File: config.mk
export PLATFORM = sky130hd
export DESIGN_NAME = sum_it_up_param_flat
export DESIGN_NICKNAME = d
export VERILOG_FILES = /design/src/rtl/sum_it_up_param_if.sv /design/src/rtl/sum_it_up_param.sv /design/src/flat_wrapper.sv
export SDC_FILE = /design/constraint.sdc
export NUM_CORES = 1
export LEC_CHECK = 0
export ABC_CLOCK_PERIOD_IN_PS = 2200
export CORE_UTILIZATION = 50
export CTS_BUF_LIST = sky130_fd_sc_hd__clkbuf_16
export CTS_CLUSTER_SIZE = 25
export DETAILED_ROUTE_END_ITERATION = 10
export PLACE_DENSITY = 0.78
export SETUP_SLACK_MARGIN = 0.15
export SYNTH_ARGS = -nofsm -noshare
export SYNTH_HDL_FRONTEND = slang
export SYNTH_SLANG_ARGS = --single-unit
File: constraint.sdc
create_clock -name ck -period 2.2 [get_ports ck]
set_input_delay 0.22 -clock ck [delete_from_list [all_inputs] [get_ports ck]]
set_output_delay 0.22 -clock ck [all_outputs]
set_load 0.01 [all_outputs]
File: src/rtl/sum_it_up_param_if.sv
// Start/term/result bundle between a stream source and the sum_it_up_param accumulator.
// Widths follow the accumulator parameters; count width is derived from the term cap.
interface sum_it_up_param_if #(
  parameter int W         = 8,
  parameter int SUM_W     = 8,
  parameter int MAX_TERMS = 255
);
  localparam int CW = $clog2(MAX_TERMS + 1);

  logic             go_l;
  logic [W-1:0]     inA;
  logic             done;
  logic             busy;
  logic [SUM_W-1:0] sum;
  logic [CW-1:0]    count;
  logic             overflow;

  modport master (output go_l, inA, input done, busy, sum, count, overflow);
  modport slave  (input go_l, inA, output done, busy, sum, count, overflow);
endinterface

File: src/rtl/sum_it_up_param.sv
// Unsigned stream accumulator: falling go_l starts a run, a zero term or the term cap ends it.
// First term sampled one edge after start, done pulses the cycle after the last term; no backpressure.
module sum_it_up_param #(
  parameter int W         = 8,
  parameter int SUM_W     = 8,
  parameter int MAX_TERMS = 255,
  parameter int SATURATE  = 0
) (
  input logic              ck,
  input logic              reset,
  sum_it_up_param_if.slave bus
);
  localparam int CW = $clog2(MAX_TERMS + 1);

  typedef enum logic [1:0] {IDLE, ACCUM, DONE} state_t;

  state_t           state;
  state_t           state_nxt;
  logic             go_q;
  logic             start;
  logic             term_zero;
  logic             cap_hit;
  logic             ovf_add;
  logic [SUM_W:0]   add_t;
  logic [SUM_W-1:0] sum_q;
  logic [SUM_W-1:0] sum_add;
  logic [CW-1:0]    count_q;
  logic [CW-1:0]    count_nxt;
  logic             overflow_q;
  logic             done_d;
  logic             busy_d;

  // go_q resets high so a go_l already low right after reset still counts as a start
  assign start     = (state == IDLE) && !bus.go_l && go_q;
  assign term_zero = (bus.inA == '0);
  assign add_t     = {1'b0, sum_q} + (SUM_W + 1)'(bus.inA);
  assign ovf_add   = add_t[SUM_W];
  assign sum_add   = (ovf_add && (SATURATE != 0)) ? '1 : add_t[SUM_W-1:0];
  assign count_nxt = count_q + CW'(1);
  assign cap_hit   = (count_nxt == CW'(MAX_TERMS));

  always_ff @(posedge ck) begin
    if (reset) state <= IDLE;
    else       state <= state_nxt;
  end

  always_comb begin
    state_nxt = state;
    case (state)
      IDLE:    if (start) state_nxt = ACCUM;
      ACCUM:   if (term_zero || cap_hit) state_nxt = DONE;
      DONE:    state_nxt = IDLE;
      default: state_nxt = IDLE;
    endcase
  end

  always_comb begin
    done_d = (state == DONE);
    busy_d = (state == ACCUM);
  end

  always_ff @(posedge ck) begin
    if (reset) begin
      sum_q      <= '0;
      count_q    <= '0;
      overflow_q <= 1'b0;
      go_q       <= 1'b1;
    end else begin
      go_q <= bus.go_l;
      if (start) begin
        sum_q      <= '0;
        count_q    <= '0;
        overflow_q <= 1'b0;
      end else if ((state == ACCUM) && !term_zero) begin
        sum_q   <= sum_add;
        count_q <= count_nxt;
        if (ovf_add) overflow_q <= 1'b1;
      end
    end
  end

  assign bus.done     = done_d;
  assign bus.busy     = busy_d;
  assign bus.sum      = sum_q;
  assign bus.count    = count_q;
  assign bus.overflow = overflow_q;
endmodule

File: src/flat_wrapper.sv
// flat-port wrapper written by rule: the top's interface ports become plain ports
module sum_it_up_param_flat 
#(
  parameter int W         = 8,
  parameter int SUM_W     = 8,
  parameter int MAX_TERMS = 255,
  parameter int SATURATE  = 0
)
  (ck, reset, bus_go_l, bus_inA, bus_done, bus_busy, bus_sum, bus_count, bus_overflow);
  sum_it_up_param_if #(.W(W), .SUM_W(SUM_W), .MAX_TERMS(MAX_TERMS)) bus_i ();
  input logic ck;
  input logic reset;
  input wire logic [$bits(bus_i.go_l)-1:0] bus_go_l;
  input wire logic [$bits(bus_i.inA)-1:0] bus_inA;
  output wire logic [$bits(bus_i.done)-1:0] bus_done;
  output wire logic [$bits(bus_i.busy)-1:0] bus_busy;
  output wire logic [$bits(bus_i.sum)-1:0] bus_sum;
  output wire logic [$bits(bus_i.count)-1:0] bus_count;
  output wire logic [$bits(bus_i.overflow)-1:0] bus_overflow;
  assign bus_i.go_l = bus_go_l;
  assign bus_i.inA = bus_inA;
  assign bus_done = bus_i.done;
  assign bus_busy = bus_i.busy;
  assign bus_sum = bus_i.sum;
  assign bus_count = bus_i.count;
  assign bus_overflow = bus_i.overflow;
  sum_it_up_param #(.W(W), .SUM_W(SUM_W), .MAX_TERMS(MAX_TERMS), .SATURATE(SATURATE)) u_core (.ck(ck), .reset(reset), .bus(bus_i));
endmodule
==> results.sh <==
export IMPL_tightest_slew_ns=0.530
export IMPL_coreArea_mm2=0.00250
export IMPL_place_hpwl_um=2380
export IMPL_required_ns=2.40
export IMPL_cts_sinks=20
export IMPL_dominantRegCellSynth="dfxtp_1"
export IMPL_rr_worst_depth=6
export IMPL_drt_initial_drc_count=28
export IMPL_holdBufCountCts=0
export IMPL_cts_setup_buffers=0
export IMPL_outcome="complete, no violations"
export IMPL_cpLargestDelayFamily="simple AND/OR/NAND/NOR gates"
export IMPL_slowest_stage="or4_1"
export IMPL_cp_depth=7
export IMPL_yosysWarningCount=0
export IMPL_max_cap_viol_count=0
export IMPL_finalSetupViolCount=0
export IMPL_worstReg2RegStart="u_core.bus.sum[0]"
export IMPL_grt_usage_pct=25.4
export IMPL_critical_path_class="input port to flip-flop"
export IMPL_first_pass_iters=4
export IMPL_critPathBufInv=1
export IMPL_vias=1309
export IMPL_cts_tree="done"
export IMPL_synth_distinct_cells=45
export IMPL_yosys_cell_count_top_type="dfxtp_1"
export IMPL_ios=30
export IMPL_hold_path_class="flip-flop to flip-flop"
export IMPL_drc_errors=0
export IMPL_gp_congestion=0.891
export IMPL_syn_cell_area_mm2=0.00135
export IMPL_synthCells=152
export IMPL_clkLatencyLatePin_ns=0.25
export IMPL_fin_hold_ws_ns=0.483
export IMPL_syn_avg_cell_area_um2=8.85
export IMPL_yosys_area_top_type="dfxtp_1"
export IMPL_fp_dieW_um=53.9
export IMPL_port_buffers=29
export IMPL_skew_ns=0.00549
export IMPL_synth_seq_cells=20
export IMPL_syn_num_nets=174
export IMPL_drv_slew=0
export IMPL_chipHeight_um=53.9
export IMPL_cpPeakStageDelay_ns=0.50
export IMPL_ys_seq_area_share_pct=29.8
export IMPL_tns_ns=0
export IMPL_grt_pass1_wl_um=5370
export IMPL_crit_path_max_fanout=3
export IMPL_antenna_found_initial=0
export IMPL_r2r_end="u_core.bus.sum[4]"
export IMPL_n_antenna_cell=0
export IMPL_synthTopCellsByArea="dfxtp_1 (30%), ha_1 (9.3%), a21oi_1 (4.1%), nand3_1 (3.3%), nor2_1 (3.3%)"
export IMPL_min_from="u_core.bus.sum[3]"
export IMPL_routedWlPerCell_um=14.4
export IMPL_start_kind="input port"
export IMPL_final_util_pct=70.6
export IMPL_routed_wl_um=3100
export IMPL_cellPowerDensity_mw_per_mm2=638
export IMPL_clkTransAtPathRegs_ns=0.06
export IMPL_ctsResizeCount=0
export IMPL_avgViaCountPerCell=6.09
export IMPL_max_freq_mhz=540
export IMPL_cts_buffers=3
export IMPL_cp_data_arrival_time_ns=2.05
export IMPL_globalRouteOverflowTotal=0
export IMPL_grt_max_degree=15
export IMPL_rsz0062_at_grt="no"
export IMPL_cts_root_buf="clkbuf_16"
export IMPL_synth_edff_count=0
export IMPL_peakVddDrop_uv=536
export IMPL_final_hold_violation_count=0
export IMPL_cts_buffer_depth=2
export IMPL_synthTopCellsByCount="dfxtp_1 (20), nor2_1 (12), a21oi_1 (11), nand2_1 (11), ha_1 (10)"
export IMPL_slew_headroom_pct=64.6
export IMPL_worst_setup_path_end_kind="flip-flop"
export IMPL_start_util_pct=53.8
export IMPL_netlist_area_leader_share_pct=29.8
export IMPL_path_cells="clkdlybuf4s50_1, ha_1, fa_1, a211oi_1, o21a_1, or4_1, nand3_1"
export IMPL_holdPathStages=2
export IMPL_min_period_ns=1.85
export IMPL_core_rowCount=18
export IMPL_p_leak_nw=0.654
export IMPL_htreeDepth=1
export IMPL_area_growth_pct=31.2
export IMPL_finalNetCount=208
export IMPL_die_area_mm2=0.00290
export IMPL_ant_nets=0
export IMPL_whs_endpoint="u_core.bus.sum[3]"
export IMPL_fin_crit_sh_pct=84.2
export IMPL_first_global_vias=1276
export IMPL_reg2reg_slack_ns=0.42
export IMPL_drive_gt1_share_pct=11.9
export IMPL_async_flop_share_pct=0
[routing by layer]
layer,track usage (%),part of all wire (%),vias to the layer above
met5,0,0,-
met4,11.8,2.0,0
met3,5.08,4.5,9
met2,45.1,49,38
met1,28.7,45,615
li1,-,-,647
[cell families after synthesis]
| logic type | Yosys count | share of synthesized area (%) |
|---|---|---|
| buffers and inverters | 9 | 4.65 |
| adders and majority gates | 11 | 10.8 |
| xor gates and xnor gates | 4 | 2.61 |
| and+or+nand+nor | 60 | 25.1 |
| muxes | 1 | 0.744 |
| DFF | 20 | 29.8 |
| AOI/OAI and AO/OA | 47 | 26.3 |
[metrics by stage]
stage                     area (um^2)  std cells  setup WS [ns]  power (W)
after floorplan                  1350        152          0.500   0.000551
after global placement           1660        211          0.148   0.000626
after detailed placement         1660        211         0.0992   0.000632
after CTS                        1760        215          0.359    0.00113
after global routing             1760        215          0.207    0.00118
final                            1760        215          0.347    0.00113
[worst reg2reg max path, cell delays in order, from the launching register on]
cell and delay [ns]:
dfxtp_1 0.33, ha_1 0.24, fa_1 0.43, a211oi_1 0.30, or2_2 0.20, nand3_1 0.08, a21oi_1 0.14
[area by class of cell]
| type | count | area, um^2 |
|---|---|---|
| fill | 196 | 736 |
| clock buffer | 3 | 75.1 |
| clock inverter | 1 | 30.0 |
| tap | 30 | 37.5 |
| timing repair buffer | 33 | 320 |
| sequential | 20 | 400 |
| multi-input combinational | 123 | 882 |
| inverter | 5 | 18.8 |
[worst max-delay path by stage]
stage / start / to / slack [ns]
floorplan: u_core.bus.sum[0] / u_core.bus.sum[6] / 0.50
global placement: bus_inA[0] / u_core.bus.sum[6] / 0.15
global route: bus_inA[0] / u_core.bus.sum[6] / 0.21
CTS: bus_inA[0] / u_core.bus.sum[6] / 0.36
detailed placement: bus_inA[0] / u_core.bus.sum[6] / 0.1
finish: bus_inA[0] / u_core.bus.sum[6] / 0.35
[cell usage in the layout (no fill, tap or decap), types with 5 or more instances in the layout]
| master | netlist | final |
|---|---|---|
| clkdlybuf4s50_1 | 0 | 29 |
| dfxtp_1 | 20 | 20 |
| nor2_1 | 12 | 12 |
| nand2_1 | 11 | 11 |
| a21oi_1 | 11 | 11 |
| ha_1 | 10 | 10 |
| nand3_1 | 9 | 9 |
| o21ai_0 | 8 | 8 |
| inv_1 | 5 | 5 |
| nor3_1 | 5 | 5 |
[registers in the layout (all words and copies together) (netlist names)]
register and cells:
u_core.bus.count 8, u_core.bus.overflow 1, u_core.bus.sum 8, u_core.go_q 1, u_core.state 2
[where the power goes]
group	internal [W]	leakage, nW	total, W	switching [W]
combinational	0.000111	0.441	0.000230	0.000119
clock	0.000361	0.0511	0.000499	0.000138
sequential	0.000379	0.162	0.000397	0.0000188
total	0.000850	0.654	0.00113	0.000276
No activity file was read; power rests on OpenSTA's default activity.
